===== config.mk =====
export PLATFORM = sky130hd
export DESIGN_NAME = mcu_rstgen
export DESIGN_NICKNAME = d
export VERILOG_FILES = /design/src/rtl/mcu_rstgen_pkg.sv /design/src/rtl/cdc_capt_sync.sv /design/src/rtl/mcu_rstgen.sv
export SDC_FILE = /design/constraint.sdc
export NUM_CORES = 1
export LEC_CHECK = 0
export ABC_CLOCK_PERIOD_IN_PS = 2800
export BUFFER_PORTS_ARGS = -buffer_cell sky130_fd_sc_hd__buf_2
export CORE_AREA = 2 2 39 41
export DETAILED_ROUTE_END_ITERATION = 16
export DIE_AREA = 0 0 41 43
export GPL_TIMING_DRIVEN = 0
export HOLD_SLACK_MARGIN = 0.12
export PLACE_DENSITY = 0.71
export SYNTH_ARGS = -nofsm -noshare
export SYNTH_HDL_FRONTEND = slang
export SYNTH_HIERARCHICAL = 1
export SYNTH_SLANG_ARGS = --single-unit

===== constraint.sdc =====
create_clock -name HCLK -period 2.8 [get_ports HCLK]
set_clock_uncertainty 0.1 [all_clocks]
set_input_delay 0.14 -clock HCLK [delete_from_list [all_inputs] [get_ports HCLK]]
set_output_delay 0.14 -clock HCLK [all_outputs]
set_load 0.01 [all_outputs]

===== src/rtl/mcu_rstgen_pkg.sv =====
// Shared constants for the MCU system reset generator: FSM encodings,
// reset-cause bit positions and the power-on value of the cause register.
package mcu_rstgen_pkg;

    typedef enum logic [1:0] {
        RST_IDLE   = 2'd0,
        RST_HOLD   = 2'd1,
        RST_WAIT   = 2'd2,
        RST_UNUSED = 2'd3
    } rst_state_e;

    localparam int CAUSE_NRST   = 0;
    localparam int CAUSE_SYSREQ = 1;
    localparam int CAUSE_WDOG   = 2;
    localparam int CAUSE_LOCKUP = 3;
    localparam int CAUSE_POR    = 4;
    localparam int CAUSE_W      = 5;

    localparam logic [CAUSE_W-1:0] RSTCAUSE_RST = 5'b10000;

endpackage


===== src/rtl/cdc_capt_sync.sv =====
// Two-flop synchronizer for a single asynchronous level; the reset value is
// chosen by the instantiating block so it can mean "not requested".
module cdc_capt_sync #(
    parameter logic RST_VAL = 1'b1
) (
    input  logic clk,
    input  logic nreset,
    input  logic async_i,
    output logic sync_o
);

    logic meta_q, meta_d;
    logic sync_q, sync_d;

    always_comb begin
        meta_d = async_i;
        sync_d = meta_q;
    end

    always_ff @(posedge clk or negedge nreset) begin
        if (!nreset) begin
            meta_q <= RST_VAL;
            sync_q <= RST_VAL;
        end else begin
            meta_q <= meta_d;
            sync_q <= sync_d;
        end
    end

    assign sync_o = sync_q;

endmodule


===== src/rtl/mcu_rstgen.sv =====
// AHB-domain system reset generator: merges pin, CPU, watchdog and lockup
// requests into a minimum-width, synchronously released HRESETn.
module mcu_rstgen
    import mcu_rstgen_pkg::*;
#(
    parameter  int HOLD_CYCLES = 16,
    localparam int CNT_W       = $clog2(HOLD_CYCLES)
) (
    input  logic                HCLK,
    input  logic                PORESETn,
    input  logic                NRST,
    input  logic                SYSRESETREQ,
    input  logic                WDOGRESETREQ,
    input  logic                LOCKUP,
    input  logic                LOCKUPRESET,
    input  logic                RSTCAUSE_CLR,
    output logic                HRESETn,
    output logic [CAUSE_W-1:0]  RSTCAUSE
);

    localparam logic [CNT_W-1:0] CNT_LOAD = CNT_W'(HOLD_CYCLES - 1);

    rst_state_e         state_q, state_d;
    logic [CNT_W-1:0]   cnt_q, cnt_d;
    logic               hresetn_q, hresetn_d;
    logic [CAUSE_W-1:0] cause_q, cause_d;
    logic [CAUSE_W-1:0] cause_set;
    logic               nrst_sync;
    logic               nrst_req;
    logic               lockup_req;
    logic               req;

    cdc_capt_sync #(
        .RST_VAL (1'b1)
    ) u_nrst_sync (
        .clk     (HCLK),
        .nreset  (PORESETn),
        .async_i (NRST),
        .sync_o  (nrst_sync)
    );

    always_comb begin
        nrst_req   = ~nrst_sync;
        lockup_req = LOCKUP & LOCKUPRESET;
        req        = nrst_req | SYSRESETREQ | WDOGRESETREQ | lockup_req;

        cause_set               = '0;
        cause_set[CAUSE_NRST]   = nrst_req;
        cause_set[CAUSE_SYSREQ] = SYSRESETREQ;
        cause_set[CAUSE_WDOG]   = WDOGRESETREQ;
        cause_set[CAUSE_LOCKUP] = lockup_req;
        // Set has priority over clear so a cause arriving with the strobe is kept.
        cause_d = (RSTCAUSE_CLR ? '0 : cause_q) | cause_set;
    end

    always_comb begin
        state_d = state_q;
        cnt_d   = cnt_q;
        case (state_q)
            RST_IDLE: begin
                if (req) begin
                    state_d = RST_HOLD;
                    cnt_d   = CNT_LOAD;
                end
            end
            RST_HOLD: begin
                if (cnt_q == '0) begin
                    state_d = req ? RST_WAIT : RST_IDLE;
                end else begin
                    cnt_d = cnt_q - CNT_W'(1);
                end
            end
            RST_WAIT: begin
                if (!req) begin
                    state_d = RST_IDLE;
                end
            end
            default: begin
                state_d = RST_HOLD;
                cnt_d   = CNT_LOAD;
            end
        endcase
        hresetn_d = (state_d == RST_IDLE);
    end

    always_ff @(posedge HCLK or negedge PORESETn) begin
        if (!PORESETn) begin
            state_q   <= RST_HOLD;
            cnt_q     <= CNT_LOAD;
            hresetn_q <= 1'b0;
            cause_q   <= RSTCAUSE_RST;
        end else begin
            state_q   <= state_d;
            cnt_q     <= cnt_d;
            hresetn_q <= hresetn_d;
            cause_q   <= cause_d;
        end
    end

    assign HRESETn  = hresetn_q;
    assign RSTCAUSE = cause_q;

endmodule


==> results of run 1 <==
## layer usage
metal | wire length, um | up-vias | global-route usage
met4 | 8 | 0 | 0.06000
met1 | 485 | 208 | 0.1871
met3 | 33 | 2 | 0.04712
met5 | 0 | - | 0
met2 | 547 | 8 | 0.2281
li1 | - | 233 | -
## kinds of logic after synthesis
family          after synthesis  share of synthesized area
compound gates               16                     0.1843
xor+xnor                      1                    0.01403
buf+inv                       6                    0.03807
simple gates                 10                     0.1182
mux                           3                    0.04810
flops                        14                     0.5771
fa+ha+maj                     1                    0.02004
## what timing repair did
item	4_1_cts	5_1_grt
hold buffers	8	0
hold endpoints to repair	22	0
setup endpoints to repair	0	0
gates resized for setup	0	0
## final timing paths
path                            slack (ns)            endpoint
worst max-delay path                  1.21          state_q[1]
worst min-delay path                  0.17         RSTCAUSE[2]
worst max register to register        1.21          state_q[1]
worst min register to register        0.26  u_nrst_sync/sync_o
max in group asynchronous             2.16            cnt_q[2]
min in group HCLK                     0.26  u_nrst_sync/sync_o
## through the flow
step	instance area, um2	worst slack (ns)
after floorplan	624.3	1.295
after detailed placement	709.4	1.224
final	825.8	1.206
after global routing	825.8	1.126
after global placement	709.4	1.237
after CTS	825.8	1.205
## state kept, by name, summed over array words and instances (netlist names)
register	flops
u_nrst_sync/sync_o	1
state_q	2
HRESETn	1
u_nrst_sync/meta_q	1
RSTCAUSE	5
cnt_q	4
## layout by cell type (no fill, tap or decap)
master	instances
mux2i_1	3
dfstp_2	8
dfrtp_1	6
a21bo_2	1
nand2_1	1
xnor2_1	1
a21o_1	3
inv_1	5
o21ai_0	5
ha_1	1
and3b_1	1
and3_1	1
clkbuf_8	1
nor3b_2	1
dlygate4sd3_1	8
or3b_4	1
nor3b_1	1
o32a_1	1
o32a_2	1
nand2b_1	2
a21oi_1	1
nor3_1	1
o21ai_1	1
nor2b_1	1
clkbuf_4	3
a21boi_2	1
o211ai_1	2
buf_2	14
## worst reg2reg max path: stages, from the launching register on
cell and delay (ns):
dfstp_2 0.38, inv_1 0.08, ha_1 0.20, or3b_4 0.43, o21ai_0 0.18, a21boi_2 0.17
## report_power, final
group / switching [W] / internal [W] / total (W)
Combinational: 0.0000890 / 0.000111 / 0.000200
Clock: 0.0000624 / 0.0000791 / 0.000141
Sequential: 0.0000319 / 0.000269 / 0.000301
## area by class of cell
type | instances | area share
Inverter | 5 | 0.02273
Clock buffer | 4 | 0.04394
Tap cell | 16 | 0.02424
Multi-Input combinational cell | 31 | 0.2909
Timing Repair Buffer | 21 | 0.1758
Buffer | 1 | 0.006061
Sequential cell | 14 | 0.4364
==> metrics.md, run 1 <==
| Metric | Value |
|---|---|
| Clk_lat worst skew | 0.27 ns |
| Antenna diodes | 0 |
| Avg Inst Size Synth | 12.24 um2 |
| Final core occ | 0.5967 |
| H-tree depth | 1 |
| Total Power | 0.0006430 W |
| Layout net count | 86 |
| Vias per inst | 4.902 |
| Die ar. | 1763 um2 |
| Measured slew at the worst slew-check pin | 0.2853 ns |
| Post-synth EDFFs | 0 |
| Clock Root Buffer | clkbuf_4 |
| WL final | 1074 um |
| Top cells by area, synth | dfstp_2 (34%), dfrtp_1 (24%), mux2i_1 (4.8%) |
| Num CTS Buffers | 3 |
| CP Depth | 5 |
| CTS clk-pin slew, worst paths | 0.08 ns |
| Clock buffer depth | 2 |
| Area leader, netlist | dfstp_2 |
| Reg2Reg Depth | 5 |
| VDD IR max | 0.5343 mV |
| Worst R2R Start | cnt_q[0] |
| Total grt overflow | 0 |
| DR iter-0 viols | 13 |
| Die X | 41 um |
| Post-detail-place hpwl | 731.4 um |
| TritonRoute pass-1 iters | 4 |
| CTS sink cnt | 14 |
| Area of the multi-input gates | 240.2 um2 |
| Chip height | 43 um |
| Final non-filler cell total | 92 |
| Mapped Cells | 51 |
| HP Class | in -> async |
| TritonCTS clock tree | yes |
| Fmax | 627.2 MHz |
| Crit path buf inv count | 1 |
| Setup repair after global routing missed its margin | false |
| First-pass GRT wire length | 1766 um |
| Crit path max fanout | 4 |
| CP Launch Type | flop |
| FFs w/ async S/R, synth | 1.000 |
| Post-route ant nets | 0 |
| Period utilisation layout | 0.5694 |
| Seq cells post-synth | 14 |
| Standard-cell row count | 14 |
| Initial antenna violation count | 0 |
| Layout cells sized above 1 | 0.4079 |
| Port Buf Inserts | 13 |
| Total GRT Usage | 0.1491 |
| Ys flop type | dfstp_2 |
| Top Ports | 14 |
| Crit path time final | 1.594 ns |
| Distinct cell type count after synthesis | 25 |
| Pins Over Slew Limit | 0 |
| Crit path max-delay family | simple AND/OR/NAND/NOR gates |
| Req. time, crit path | 2.91 ns |
| Static Leak | 0.4041 nW |
| CP Capture Type | flop |
| Synth Warn # | 6 |
| Core Region | 1384 um2 |
| Worst relative slew slack | 0.8098 |
| Area growth, synth to finish | 32.26% |
| Seq/Total Area, Yosys | 0.5772 |
| Placed insts | 80 |
| Vias | 451 |
| Final hold slack | 0.1672 ns |
| Worst Path Arrival | 1.71 ns |
| Register Area | 360.3 um2 |
| Final Hold Vio Count | 0 |
| Post-synth top area share | 0.3367 |
| RD Place Congestion | 0.7531 |
| Worst path slowest cell | or3b_4 |
| CP startpoint | cnt_q[0] |
| Pwr dens | 778.7 nW/um2 |
| Largest net degree at the start of global routing | 15 |
| Setup bufs post-CTS | 0 |
| Vias in the first global route | 445 |
| Net Count, Synth | 60 |
| Post-route DRC | 0 |
| Leading cell types by count after synthesis | dfstp_2 (8), dfrtp_1 (6), inv_1 (5), o21ai_0 (5) |
| Most common cell in the netlist | dfstp_2 |
| Final setup violating endpoints | 0 |
| Filler cells | 120 |
| Worst setup path class | reg -> reg |
| Mapped cell area | 624.3 um2 |
| Critical-path cell list | inv_1 > ha_1 > or3b_4 > o21ai_0 > a21boi_2 |
| Total negative setup slack | 0 ns |
| Mean routed wirelength per cell | 11.67 um |
| Starting Density | 0.4512 |
| Max Cap Violations | 0 |
| Outcome | completed |
| Slowest stage delay, CP | 0.43 ns |
No activity file was read; power rests on OpenSTA's default activity.
==> inputs of run 2 (changes only) <==
ABC_CLOCK_PERIOD_IN_PS = 1300   (was 2800)
CORE_AREA = default   (was 2 2 39 41)
CORE_UTILIZATION = 45   (was default)
DIE_AREA = default   (was 0 0 41 43)
clock period = 1.3 ns   (was 2.8 ns; I/O delays follow)
==> metrics.md, run 2 (synthesis results as in run 1) <==
| Metric | Value |
|---|---|
| Largest net degree at the start of global routing | 11 (was 15) |
| CP Capture Type | flop (unchanged) |
| Port Buf Inserts | 13 (unchanged) |
| RD Place Congestion | 0.7021 (was 0.7531) |
| Top Ports | 14 (unchanged) |
| Clock Root Buffer | clkbuf_4 (unchanged) |
| Die X | 39.25 um (was 41 um) |
| CTS sink cnt | 14 (unchanged) |
| Setup repair after global routing missed its margin | true (was false) |
| Initial antenna violation count | 0 (unchanged) |
| Area growth, synth to finish | 41.28% (was 32.26%) |
| Crit path max fanout | 4 (unchanged) |
| Measured slew at the worst slew-check pin | 0.2943 ns (was 0.2853 ns) |
| TritonRoute pass-1 iters | 3 (was 4) |
| Outcome | finished with violations (was completed) |
| Worst relative slew slack | 0.8038 (was 0.8098) |
| Fmax | 666.2 MHz (was 627.2 MHz) |
| Crit path time final | 1.501 ns (was 1.594 ns) |
| Layout net count | 91 (was 86) |
| Max Cap Violations | 0 (unchanged) |
| Num CTS Buffers | 3 (unchanged) |
| Commonest non-fill, non-tap cell in the layout | buf_2 (unchanged) |
| Period utilisation layout | 1.155 (was 0.5694) |
| Post-route ant nets | 0 (unchanged) |
| Post-route setup slack | -0.2011 ns (was 1.206 ns) |
| First-pass GRT wire length | 1925 um (was 1766 um) |
| Total grt overflow | 0 (unchanged) |
| Vias | 483 (was 451) |
| Number of flip-flops in the largest register | 5 (unchanged) |
| Worst reg-to-reg setup slack | -0.20 ns (was 1.21 ns) |
| CP Launch Type | flop (unchanged) |
| Final setup violating endpoints | 7 (was 0) |
| Post-detail-place hpwl | 799.9 um (was 731.4 um) |
| Clk_lat worst skew | 0.27 ns (about the same) |
| Req. time, crit path | 1.42 ns (was 2.91 ns) |
| Clock buffer depth | 2 (unchanged) |
| Layout cells sized above 1 | 0.4938 (was 0.4079) |
| HP Class | reg -> reg (was in -> async) |
| DR iter-0 viols | 5 (was 13) |
| Standard-cell row count | 13 (was 14) |
| Vias per inst | 5.031 (was 4.902) |
| Antenna diodes | 0 (unchanged) |
| VDD IR max | 1.202 mV (was 0.5343 mV) |
| Failing checks | setup timing |
| Static Leak | 0.4385 nW (was 0.4041 nW) |
| Vias in the first global route | 445 (unchanged) |
| Post-route DRC | 0 (unchanged) |
| CTS clk-pin slew, worst paths | 0.08 ns (about the same) |
| TritonCTS clock tree | yes (unchanged) |
| Mean routed wirelength per cell | 12.33 um (was 11.67 um) |
| Pwr dens | 1774 nW/um2 (was 778.7 nW/um2) |
| Worst Path Arrival | 1.62 ns (was 1.71 ns) |
| WL final | 1184 um (was 1074 um) |
| H-tree depth | 1 (unchanged) |
| Most frequent cells in the layout | buf_2 (14), dfstp_2 (8), dlygate4sd3_1 (7) (was buf_2 (14), dfstp_2 (8), dlygate4sd3_1 (8)) |
| Final Hold Vio Count | 0 (unchanged) |
| Core Region | 1301 um2 (was 1384 um2) |
| Starting Density | 0.4798 (was 0.4512) |
| Pins Over Slew Limit | 0 (unchanged) |
| Total Power | 0.001565 W (was 0.0006430 W) |
| Worst setup path class | reg -> reg (unchanged) |
| Die ar. | 1541 um2 (was 1763 um2) |
| Total GRT Usage | 0.1930 (was 0.1491) |
| Chip height | 39.25 um (was 43 um) |
| Final hold slack | 0.2603 ns (was 0.1672 ns) |
-- run 2: worst paths after layout --
kind / endpoint / cells past startpoint / startpoint
setup reg to reg: cnt_q[1] / 5 / cnt_q[1]
hold / removal: u_nrst_sync/sync_o / 0 / u_nrst_sync/meta_q
hold reg to reg: u_nrst_sync/sync_o / 0 / u_nrst_sync/meta_q
max in group asynchronous: RSTCAUSE[1] / 3 / PORESETn
setup / recovery: cnt_q[1] / 5 / cnt_q[1]
min in group asynchronous: cnt_q[2] / 2 / PORESETn
-- run 2: critical path, stage by stage, from the launching register on --
cell	delay, ns
dfstp_2	0.54
inv_2	0.05
ha_4	0.15
or3b_4	0.26
mux2i_1	0.20
o32a_2	0.15
-- run 2: area by class of cell --
cell class | instances | area, um2
Buffer | 1 | 5.005
Clock buffer | 4 | 36.28
Fill cell | 107 | 419.2
Inverter | 5 | 18.77
Multi-Input combinational cell | 31 | 257.7
Sequential cell | 14 | 360.3
Tap cell | 15 | 18.77
Timing Repair Buffer | 26 | 185.2
-- run 2: repair_timing --
action                                 4_1_cts  5_1_grt
setup endpoints to repair                    7       13
buffers inserted                             5        0
pin swaps                                    2        3
hold buffers                                 8        0
gates resized for setup                      1        2
gates cloned                                 0        0
endpoints found under the hold margin       22        0
-- run 2: per-layer routing --
metal | wire [um] | up-vias | global-route usage
li1 | - | 240 | -
met1 | 557 | 235 | 0.2610
met2 | 575 | 8 | 0.2917
met3 | 51 | 0 | 0.08523
met4 | 0 | 0 | 0.02586
met5 | 0 | - | 0
-- run 2: power by group --
part	internal (W)	switching (W)	leakage, nW
clock	0.000170	0.000130	0.0210
combinational	0.000358	0.000260	0.261
sequential	0.000580	0.0000668	0.156
-- run 2: per-stage QoR --
stage | std cells | utilization | setup WS, ns | setup TNS [ns] | cell area (um2)
finish | 96 | 0.6779 | -0.2011 | -0.9565 | 882.1
floorplan | 51 | - | -0.1230 | -0.5048 | 636.9
CTS | 96 | 0.6760 | -0.2347 | -1.046 | 879.6
detailed placement | 79 | 0.5538 | -0.2475 | -0.9987 | 720.7
global route | 96 | 0.6779 | -0.2458 | -1.366 | 882.1
global placement | 79 | 0.5538 | -0.1787 | -0.8219 | 720.7
